File: src/rtl/fifo_gen_pkg.sv
// Shared types and constants for the FIFO traffic generator.
package fifo_gen_pkg;

  typedef enum logic [2:0] {
    StIdle,
    StFill,
    StDrain,
    StRandom,
    StFlush,
    StDone
  } gen_state_e;

  // Galois feedback mask for x^16 + x^14 + x^13 + x^11 + 1 (right-shifting form).
  localparam logic [15:0] LFSR_TAPS = 16'hB400;

  localparam logic [7:0] DEFAULT_WR_THRESH = 8'd179;
  localparam logic [7:0] DEFAULT_RD_THRESH = 8'd77;

  // Extra edges allowed beyond FIFO_DEPTH before a phase is declared stuck.
  localparam int unsigned TIMEOUT_MARGIN = 4;

endpackage

File: src/rtl/fifo_gen_lfsr.sv
// 16-bit Galois LFSR with enable; reloads SEED on reset.
module fifo_gen_lfsr
  import fifo_gen_pkg::*;
#(
  parameter logic [15:0] SEED = 16'hACE1
) (
  input  logic        clk,
  input  logic        rst_n,
  input  logic        en,
  output logic [15:0] value
);

  logic [15:0] lfsr_q;

  // Shift right, folding the taps in when a one falls out of the LSB.
  always_ff @(posedge clk or negedge rst_n) begin
    if (!rst_n) begin
      lfsr_q <= SEED;
    end else if (en) begin
      lfsr_q <= {1'b0, lfsr_q[15:1]} ^ (lfsr_q[0] ? LFSR_TAPS : 16'h0000);
    end
  end

  assign value = lfsr_q;

endmodule

File: src/rtl/fifo_traffic_gen.sv
// Stimulus source for a FIFO: fill/overflow probe, drain/underflow probe,
// LFSR-driven mixed traffic, then flush. Reports counters and sticky flags.
// Optional macro FIFO_GEN_DATA_CHECK_EN adds XOR checksums of written vs read
// data, compared on reaching DONE.
module fifo_traffic_gen
  import fifo_gen_pkg::*;
#(
  parameter int unsigned FIFO_WIDTH = 16,
  parameter int unsigned FIFO_DEPTH = 8,
  parameter int unsigned NUM_OPS    = 1000,
  parameter logic [15:0] LFSR_SEED  = 16'hACE1,
  parameter logic [7:0]  WR_THRESH  = DEFAULT_WR_THRESH,
  parameter logic [7:0]  RD_THRESH  = DEFAULT_RD_THRESH
) (
  input  logic                  clk,
  input  logic                  rst_n,
  input  logic                  start,
  input  logic                  full,
  input  logic                  empty,
  input  logic                  wr_ack,
  input  logic                  overflow,
  input  logic                  underflow,
  input  logic [FIFO_WIDTH-1:0] data_out,
  output logic [FIFO_WIDTH-1:0] data_in,
  output logic                  wr_en,
  output logic                  rd_en,
  output logic                  busy,
  output logic                  done,
  output logic [31:0]           wr_count,
  output logic [31:0]           rd_count,
  output logic                  ovf_seen,
  output logic                  udf_seen,
  output logic                  timeout_err,
  output logic                  chk_err
);

  localparam int unsigned PhaseLimit = FIFO_DEPTH + TIMEOUT_MARGIN;

  gen_state_e            state_q, state_d;
  logic [31:0]           cnt_q, cnt_d, cnt_inc;
  logic [FIFO_WIDTH-1:0] data_q, data_d;
  logic                  wr_en_q, wr_en_d;
  logic                  rd_en_q, rd_en_d;
  logic                  tmo_q, tmo_d;
  logic [31:0]           wr_cnt_q, rd_cnt_q;
  logic                  ovf_q, udf_q;
  logic [15:0]           lfsr;
  logic                  lfsr_en;
  logic                  rd_acc;
  // Older words shift up so wide buses carry successive LFSR values.
  logic [FIFO_WIDTH+15:0] data_cat;

  assign busy     = (state_q != StIdle) && (state_q != StDone);
  assign done     = (state_q == StDone);
  assign lfsr_en  = busy;
  assign rd_acc   = rd_en_q & ~empty;
  assign cnt_inc  = cnt_q + 32'd1;
  assign data_cat = {data_q, lfsr};

  fifo_gen_lfsr #(
    .SEED (LFSR_SEED)
  ) u_lfsr (
    .clk   (clk),
    .rst_n (rst_n),
    .en    (lfsr_en),
    .value (lfsr)
  );

  // State and request registers.
  always_ff @(posedge clk or negedge rst_n) begin
    if (!rst_n) begin
      state_q <= StIdle;
      cnt_q   <= '0;
      data_q  <= '0;
      wr_en_q <= 1'b0;
      rd_en_q <= 1'b0;
      tmo_q   <= 1'b0;
    end else begin
      state_q <= state_d;
      cnt_q   <= cnt_d;
      data_q  <= data_d;
      wr_en_q <= wr_en_d;
      rd_en_q <= rd_en_d;
      tmo_q   <= tmo_d;
    end
  end

  // Phase sequencing; requests are registered so the FIFO sees them one edge later.
  always_comb begin
    state_d = state_q;
    cnt_d   = cnt_q;
    data_d  = data_q;
    wr_en_d = wr_en_q;
    rd_en_d = rd_en_q;
    tmo_d   = tmo_q;
    unique case (state_q)
      StIdle: begin
        if (start) begin
          state_d = StFill;
          cnt_d   = '0;
          wr_en_d = 1'b1;
          rd_en_d = 1'b0;
        end
      end
      StFill: begin
        data_d = data_cat[FIFO_WIDTH-1:0];
        cnt_d  = cnt_inc;
        if (full) begin
          // The write already in flight becomes the overflow probe.
          state_d = StDrain;
          cnt_d   = '0;
          wr_en_d = 1'b0;
          rd_en_d = 1'b1;
        end else if (cnt_inc > PhaseLimit) begin
          state_d = StDone;
          tmo_d   = 1'b1;
          wr_en_d = 1'b0;
          rd_en_d = 1'b0;
        end
      end
      StDrain: begin
        cnt_d = cnt_inc;
        if (empty) begin
          // The read already in flight becomes the underflow probe.
          state_d = StRandom;
          cnt_d   = '0;
          wr_en_d = 1'b0;
          rd_en_d = 1'b0;
        end else if (cnt_inc > PhaseLimit) begin
          state_d = StDone;
          tmo_d   = 1'b1;
          wr_en_d = 1'b0;
          rd_en_d = 1'b0;
        end
      end
      StRandom: begin
        data_d = data_cat[FIFO_WIDTH-1:0];
        cnt_d  = cnt_inc;
        if (cnt_inc >= NUM_OPS) begin
          state_d = StFlush;
          cnt_d   = '0;
          wr_en_d = 1'b0;
          rd_en_d = 1'b1;
        end else begin
          wr_en_d = (lfsr[7:0] < WR_THRESH);
          rd_en_d = (lfsr[15:8] < RD_THRESH);
        end
      end
      StFlush: begin
        cnt_d = cnt_inc;
        if (empty) begin
          state_d = StDone;
          rd_en_d = 1'b0;
          wr_en_d = 1'b0;
        end else if (cnt_inc > PhaseLimit) begin
          state_d = StDone;
          tmo_d   = 1'b1;
          wr_en_d = 1'b0;
          rd_en_d = 1'b0;
        end
      end
      StDone: begin
        wr_en_d = 1'b0;
        rd_en_d = 1'b0;
      end
      default: begin
        state_d = StIdle;
      end
    endcase
  end

  // Saturating transfer counters and sticky protocol flags.
  always_ff @(posedge clk or negedge rst_n) begin
    if (!rst_n) begin
      wr_cnt_q <= '0;
      rd_cnt_q <= '0;
      ovf_q    <= 1'b0;
      udf_q    <= 1'b0;
    end else begin
      if (wr_ack && (wr_cnt_q != '1)) wr_cnt_q <= wr_cnt_q + 32'd1;
      if (rd_acc && (rd_cnt_q != '1)) rd_cnt_q <= rd_cnt_q + 32'd1;
      if (overflow)  ovf_q <= 1'b1;
      if (underflow) udf_q <= 1'b1;
    end
  end

`ifdef FIFO_GEN_DATA_CHECK_EN
  logic [FIFO_WIDTH-1:0] sent_q, wr_sum_q, rd_sum_q;
  logic                  cap_q, chk_q;

  // wr_ack trails the write by one edge, so sent_q holds the word it acknowledges.
  always_ff @(posedge clk or negedge rst_n) begin
    if (!rst_n) begin
      sent_q   <= '0;
      wr_sum_q <= '0;
      rd_sum_q <= '0;
      cap_q    <= 1'b0;
      chk_q    <= 1'b0;
    end else begin
      sent_q <= data_q;
      cap_q  <= rd_acc;
      if (wr_ack) wr_sum_q <= wr_sum_q ^ sent_q;
      if (cap_q)  rd_sum_q <= rd_sum_q ^ data_out;
      if ((state_q == StDone) && (wr_sum_q != rd_sum_q)) chk_q <= 1'b1;
    end
  end

  assign chk_err = chk_q;
`else
  logic unused_data_out;
  assign unused_data_out = ^data_out;
  assign chk_err         = 1'b0;
`endif

  assign data_in     = data_q;
  assign wr_en       = wr_en_q;
  assign rd_en       = rd_en_q;
  assign wr_count    = wr_cnt_q;
  assign rd_count    = rd_cnt_q;
  assign ovf_seen    = ovf_q;
  assign udf_seen    = udf_q;
  assign timeout_err = tmo_q;

endmodule

File: config.mk
export PLATFORM = sky130hd
export DESIGN_NAME = fifo_traffic_gen
export DESIGN_NICKNAME = d
export VERILOG_FILES = /design/src/rtl/fifo_gen_pkg.sv /design/src/rtl/fifo_gen_lfsr.sv /design/src/rtl/fifo_traffic_gen.sv
export SDC_FILE = /design/constraint.sdc
export NUM_CORES = 1
export LEC_CHECK = 0
export CORE_MARGIN = 2
export CORE_UTILIZATION = 55
export CTS_BUF_LIST = sky130_fd_sc_hd__clkbuf_16
export DETAILED_ROUTE_END_ITERATION = 16
export DONT_BUFFER_PORTS = 1
export PLACE_DENSITY = 0.7
export RECOVER_POWER = 50
export REMOVE_ABC_BUFFERS = 1
export SLEW_MARGIN = 20
export SYNTH_ARGS = -nofsm -noshare
export SYNTH_HDL_FRONTEND = slang
export SYNTH_HIERARCHICAL = 1
export SYNTH_SLANG_ARGS = --single-unit
File: constraint.sdc
create_clock -name clk -period 4.61 [get_ports clk]
set_input_delay 0.461 -clock clk [delete_from_list [all_inputs] [get_ports clk]]
set_output_delay 0.461 -clock clk [all_outputs]
set_load 0.01 [all_outputs]
==> results of run 1 <==
## worst min-delay path by stage
stage               depth (start not counted)                        to  startpoint  slack (ns)
finish                                      1      ovf_seen$_DFFE_PN0P_    overflow        0.15
global route                                1      ovf_seen$_DFFE_PN0P_    overflow        0.14
CTS                                         1  wr_count[15]$_DFFE_PN0P_       rst_n        0.05
detailed placement                          0  wr_count[15]$_DFFE_PN0P_       rst_n        0.17
global placement                            0  wr_count[15]$_DFFE_PN0P_       rst_n        0.17
floorplan                                   0      cnt_q[0]$_DFFE_PN0P_       rst_n        0.17
## what timing repair did
action / in CTS / in global routing
hold buffers: 1 / 0
hold endpoints to repair: 136 / 0
setup buffers: 0 / 0
## sequential cells by signal, indices dropped and copies added (netlist names)
name          cells
cnt_q            32
data_in          16
ovf_seen          1
rd_count         32
rd_en             1
state_q           3
timeout_err       1
u_lfsr/value     16
udf_seen          1
wr_count         32
wr_en             1
## final cells by class
| type | instances | area (µm²) | share of cell area (%) |
|---|---|---|---|
| clock inverters | 15 | 225 | 2.82 |
| repair buffers | 10 | 72.6 | 0.907 |
| flip-flops and latches | 136 | 3410 | 42.7 |
| multi-input cells | 532 | 3610 | 45.2 |
| inverters | 9 | 33.8 | 0.422 |
| clock buffers | 17 | 425 | 5.32 |
| well taps | 172 | 215 | 2.69 |
## placed cells by master (no fill, tap or decap), types with 9 or more instances in the layout
master and instances:
clkbuf_16 17, buf_4 9, a21oi_1 20, o21ai_0 17, inv_1 9, nor2_1 43
xnor2_1 58, and3_1 25, dfrtp_1 128, nand3_1 46, o31ai_1 16, nand2_1 65
o221ai_1 12, a31oi_1 9, nand4_1 32, xor2_1 15, and4_1 12, nor3_1 16
mux2_2 27
## logic make-up (layout without fill, tap and decap cells)
group           Yosys count  in the layout  share of synthesized area (%)
compound gates          132            132                           13.3
xor+xnor                 73             73                           8.80
fa+ha+maj                 3              3                          0.517
buf+inv                  49             51                           3.29
flops                   136            136                           47.0
mux                      34             34                           5.43
other cells               1              1                         0.0516
simple gates            289            289                           21.6
## critical path, stage by stage (launching register included)
cell and delay [ns]:
dfrtp_1 0.48, ha_1 0.46, nand4_4 0.22, nor3_1 0.61, nand4_1 0.29, xnor2_1 0.21, nor4b_2 0.42, nand4_2 0.21
o21ai_4 0.29, a21oi_2 0.10, buf_4 0.21, o311ai_0 0.30
## layer usage
metal | up-vias | global-route usage (%) | part of all wire (%)
met4 | 0 | 10.8 | 2.3
met1 | 2813 | 34.3 | 42
met5 | - | 0 | 0
met2 | 257 | 39.4 | 47
met3 | 32 | 6.66 | 8.3
li1 | 2633 | - | -
## stage by stage
| stage | hold slack (ns) | instance area, µm² | cells | power [W] |
|---|---|---|---|---|
| floorplan | 0.165 | 7060 | 677 | 0.00185 |
| global placement | 0.168 | 7340 | 858 | 0.00193 |
| detailed placement | 0.169 | 7340 | 858 | 0.00196 |
| CTS | 0.0542 | 8020 | 891 | 0.00351 |
| global route | 0.142 | 8000 | 891 | 0.00362 |
| finish | 0.150 | 8000 | 891 | 0.00348 |
## where the power goes
group          switching (W)  internal [W]  total (W)
sequential          0.000264       0.00138    0.00165
clock               0.000534      0.000963    0.00150
combinational       0.000157      0.000178   0.000335
total               0.000955       0.00252    0.00348
==> results.py, run 1 <==
metrics = {
    "yosys": {
        "synth-main-ff-cell": "dfrtp_1",
        "yosys.area.top_type": "dfrtp_1",
        "yosys_warnings": 6,
        "synthTopCellsByCount": "dfrtp_1 (128), nand2_1 (65), xnor2_1 (58)",
        "synth_edf_count": 0,
        "syn_inst": 717,
        "postSynthAreaPerCell_um2": 10.1,
        "yosysSeqAreaShare_pct": 47.0,
        "synth_cell_types": 72,
        "synthMostInstantiatedCell": "dfrtp_1",
        "synthesis.area_mm2": 0.00726,
        "synth-async-reset-ratio_pct": 100,
        "synth_top_area_share_pct": 44.1,
        "ys_ff_latch": 136,
        "synthTopCellsByArea": "dfrtp_1 (44%), xnor2_1 (7.0%), mux2_2 (4.2%), nand2_1 (3.4%), nand3_1 (3.2%)",
    },
    "drt": {
        "dr_total_vias": 5735,
        "detail-route-antenna-nets": 0,
        "dr.pass1.iters": 5,
        "drc_errors": 0,
        "drtIter0Drc": 460,
        "avgViaCountPerCell": 6.44,
        "wl_per_cell_um": 19.6,
        "finalWirelength_um": 17500,
    },
    "cells_and_area": {
        "nFillCells": 1014,
        "antennaDiodeCount": 0,
        "drive_gt1_share_pct": 14.2,
        "final_nets": 733,
        "area_delta_synth_final_pct": 10.1,
        "fin_util_pct": 62.6,
    },
    "clock_tree": {
        "cts_tree": "yes",
        "htree_num_levels": 4,
        "cts-resized-gates": 0,
        "clockBufferDepth": 2,
        "insertion_delay_ns": 0.42,
        "path_clk_slew_ns": 0.06,
        "cts_inserted_buffers": 17,
        "clock-root-buffer": "clkbuf_16",
        "cts.sinks": 136,
    },
    "worst_setup_path": {
        "crit_end": "cnt_q[7]$_DFFE_PN0P_",
        "endpoint_kind": "register",
        "reg2reg_to": "cnt_q[7]$_DFFE_PN0P_",
        "worstSetupStartpointType": "register",
        "reg2reg_depth": 11,
        "ff2ff_setup_slack_ns": 0.66,
        "worstPathRequired_ns": 4.90,
        "worstPathMaxFanout": 13,
        "critPathKind": "register to register",
        "crit-reg2reg-launch": "cnt_q[0]$_DFFE_PN0P_",
        "cp-startpoint": "cnt_q[0]$_DFFE_PN0P_",
        "crit_arrival_ns": 4.24,
    },
    "die": {
        "coreArea_mm2": 0.0128,
        "std_cell_rows": 41,
        "ios": 112,
        "die_area_mm2": 0.0141,
        "initial_utilization_pct": 56.9,
        "die_h_um": 119,
        "die_width_um": 119,
    },
    "timing": {
        "fin_skew_ns": 0.00522,
        "maxClockFrequency_mhz": 253,
        "finalSetupViolCount": 0,
        "tightest_slew_ns": 3.31,
        "hold_viol": 0,
        "finalCriticalPeriod_ns": 3.95,
        "rsz0062_at_grt": "no",
        "maxSlewHeadroom_pct": -121,
        "slew_viol_final": 137,
        "fin_setup_tns_ns": 0,
        "finalWorstSetupSlack_ns": 0.662,
        "fin_crit_sh_pct": 85.6,
    },
    "placement": {
        "place_hpwl_um": 11600,
        "gp_congestion": 0.921,
        "dpl_worst_slack_ns": 0.741,
        "port_buffers": 0,
    },
    "status": {
        "status": "finished, violations left",
        "violations": "max-capacitance violations, max-slew violations",
    },
    "flow_run": {
        "maxCapViolations": 1,
    },
    "power_and_ir_drop": {
        "ir_drop_mv": 0.309,
        "p_leak_nw": 3.32,
        "power.density_mw_per_mm2": 435,
    },
    "global_routing": {
        "track_usage_pct": 25.6,
        "grt.overflow.total": 0,
        "first_global_vias": 5568,
        "antenna_found_initial": 0,
        "grt_max_degree": 137,
        "grt_pass1_wl_um": 29000,
    },
    "min_path": {
        "hold_class": "primary input to register",
    },
}
Power figures use the tool's default switching activity.
==> inputs of run 2 (changes only) <==
==> constraint.sdc (replaced) <==
create_clock -name clk -period 4.61 [get_ports clk]
set_input_delay 0.461 -clock clk [delete_from_list [all_inputs] [get_ports clk]]
set_output_delay 0.461 -clock clk [all_outputs]
set_load 0.05 [all_outputs]
==> run 2 against run 1 <==
Compared with the run above: the flow still finishes with violations (max-capacitance violations, max-slew violations); via count rose by 0.10%; clock power fell by 22%; sequential share of layout area rose by 0.75 points; count of clock-buffer cells in the layout did not move; hold slack improved by 0.0023 ns; maximum frequency fell by 1.1%; combinational power fell by 3%; wire length rose by 0.32%; cell count did not move; utilization fell by 1.1 points.
==> results.py, run 2 (synthesis gave the netlist of run 1 again) <==
metrics = {
    "clock_tree": {
        "insertion_delay_ns": 0.41,
        "clockBufferDepth": 2,
        "clock-root-buffer": "clkbuf_16",
        "post_cts_buffers": 0,
        "ctsHoldBuffers": 1,
        "cts_inserted_buffers": 17,
        "htree_num_levels": 4,
        "path_clk_slew_ns": 0.06,
        "cts-resized-gates": 0,
        "cts_tree": "yes",
        "cts.sinks": 136,
    },
    "worst_setup_path": {
        "endpoint_kind": "register",
        "reg2reg_to": "cnt_q[5]$_DFFE_PN0P_",
        "critPathKind": "register to register",
        "worstSetupStartpointType": "register",
        "max_stage_delay_ns": 0.66,
        "crit-reg2reg-launch": "cnt_q[0]$_DFFE_PN0P_",
        "ff2ff_setup_slack_ns": 0.62,
        "cp_top_family": "simple AND/OR/NAND/NOR gates",
        "worstPathRequired_ns": 4.90,
        "reg2reg_depth": 11,
        "cp_num_buf_inv": 1,
        "crit_arrival_ns": 4.28,
        "critical-path-slowest-cell": "nor3_1",
        "cp_num_cells": 11,
        "crit_chain": "ha_1 -> nand4_4 -> nor3_1 -> nand4_1 -> xnor2_1 -> nor4b_2 -> nand4_2 -> o21ai_4 -> a21oi_2 -> buf_4 -> o311ai_0",
        "worstPathMaxFanout": 13,
    },
    "timing": {
        "maxClockFrequency_mhz": 251,
        "finalSetupViolCount": 0,
        "fin_setup_tns_ns": 0,
        "rsz0062_at_grt": "no",
        "maxSlewHeadroom_pct": -119,
        "fin_crit_sh_pct": 86.6,
        "hold_viol": 0,
        "finalCriticalPeriod_ns": 3.99,
        "finalWorstSetupSlack_ns": 0.619,
        "slew_viol_final": 137,
        "tightest_slew_ns": 3.29,
        "fin_skew_ns": 0.00564,
    },
    "drt": {
        "finalWirelength_um": 17500,
        "dr.pass1.iters": 5,
        "avgViaCountPerCell": 6.44,
        "dr_total_vias": 5741,
        "detail-route-antenna-nets": 0,
        "drtIter0Drc": 522,
        "wl_per_cell_um": 19.6,
        "drc_errors": 0,
    },
    "min_path": {
        "hp-start": "overflow",
        "holdPathStages": 1,
        "worstHoldEndpoint": "ovf_seen$_DFFE_PN0P_",
        "hold_class": "primary input to register",
    },
    "cells_and_area": {
        "layout_commonest_cell": "dfrtp_1",
        "antennaDiodeCount": 0,
        "layout_common_cells": "dfrtp_1 (128), nand2_1 (65), xnor2_1 (58)",
        "drive_gt1_share_pct": 13.6,
        "area_delta_synth_final_pct": 8.20,
        "layoutNonFillerInstCount": 891,
        "regArea_mm2": 0.00341,
        "final_nets": 733,
        "nFillCells": 1039,
        "multi_input_area_mm2": 0.00361,
    },
    "placement": {
        "dp_cells": 858,
        "gp_congestion": 0.910,
        "place_hpwl_um": 11800,
        "dpl_worst_slack_ns": 0.640,
        "port_buffers": 0,
    },
    "power_and_ir_drop": {
        "power.density_mw_per_mm2": 434,
        "fin_total_pwr_w": 0.00341,
        "p_leak_nw": 3.25,
        "ir_drop_mv": 0.302,
    },
    "global_routing": {
        "grt.overflow.total": 0,
        "grt_pass1_wl_um": 28600,
        "grt_max_degree": 137,
        "first_global_vias": 5551,
        "antenna_found_initial": 0,
        "track_usage_pct": 25.3,
    },
    "die": {
        "die_area_mm2": 0.0141,
        "ios": 112,
        "die_width_um": 119,
        "std_cell_rows": 41,
        "initial_utilization_pct": 56.9,
        "coreArea_mm2": 0.0128,
        "die_h_um": 119,
    },
    "flow_run": {
        "maxCapViolations": 1,
    },
    "status": {
        "violations": "max-capacitance violations, max-slew violations",
        "status": "finished, violations left",
    },
}
run 2: layout make-up:
| class | instances | share of cell area (%) |
|---|---|---|
| multi-input cells | 532 | 46.0 |
| flip-flops and latches | 136 | 43.4 |
| clock buffers | 17 | 5.41 |
| well taps | 172 | 2.74 |
| clock inverters | 15 | 1.11 |
| repair buffers | 10 | 0.923 |
| inverters | 9 | 0.430 |
run 2: where the power goes:
| part | internal, W | switching (W) | leakage [nW] | total [W] |
|---|---|---|---|---|
| clock network | 0.000674 | 0.000498 | 0.245 | 0.00117 |
| logic | 0.000176 | 0.000149 | 1.22 | 0.000326 |
| registers | 0.00138 | 0.000540 | 1.79 | 0.00191 |
run 2: metrics by stage:
step | util [%] | hold WS [ns] | cell area, µm²
after floorplan | - | 0.165 | 7060
after global placement | 57.5 | 0.168 | 7340
after detailed placement | 57.5 | 0.169 | 7340
after CTS | 61.7 | 0.0618 | 7880
after global routing | 61.5 | 0.138 | 7860
final | 61.5 | 0.153 | 7860
run 2: metal layers:
layer	vias to the layer above	GRT usage, %	share of wire (%)
met5	-	0	0
met1	2854	32.6	42
met2	216	40.2	48
met4	0	10.8	2.8
met3	37	6.90	6.9
li1	2634	-	-
run 2: worst register-to-register path: stages (launching register included):
cell and delay, ns:
dfrtp_1 0.48, ha_1 0.44, nand4_4 0.21, nor3_1 0.66
nand4_1 0.29, xnor2_1 0.22, nor4b_2 0.38, nand4_2 0.21
o21ai_4 0.35, a21oi_2 0.12, buf_4 0.22, o311ai_0 0.30
run 2: worst max-delay path by stage:
stage	start	endpoint	slack, ns
floorplan	cnt_q[0]$_DFFE_PN0P_	cnt_q[5]$_DFFE_PN0P_	1.22
finish	cnt_q[0]$_DFFE_PN0P_	cnt_q[5]$_DFFE_PN0P_	0.62
CTS	cnt_q[0]$_DFFE_PN0P_	cnt_q[5]$_DFFE_PN0P_	0.65
detailed placement	cnt_q[0]$_DFFE_PN0P_	cnt_q[5]$_DFFE_PN0P_	0.64
global placement	cnt_q[0]$_DFFE_PN0P_	cnt_q[7]$_DFFE_PN0P_	0.76
global route	cnt_q[0]$_DFFE_PN0P_	cnt_q[5]$_DFFE_PN0P_	0.29
==> inputs of run 3 (changes only) <==
CAP_MARGIN = 15   (was unset)
==> results of run 3 <==
Final layout, timing and power as in run 2 (identical DEF).
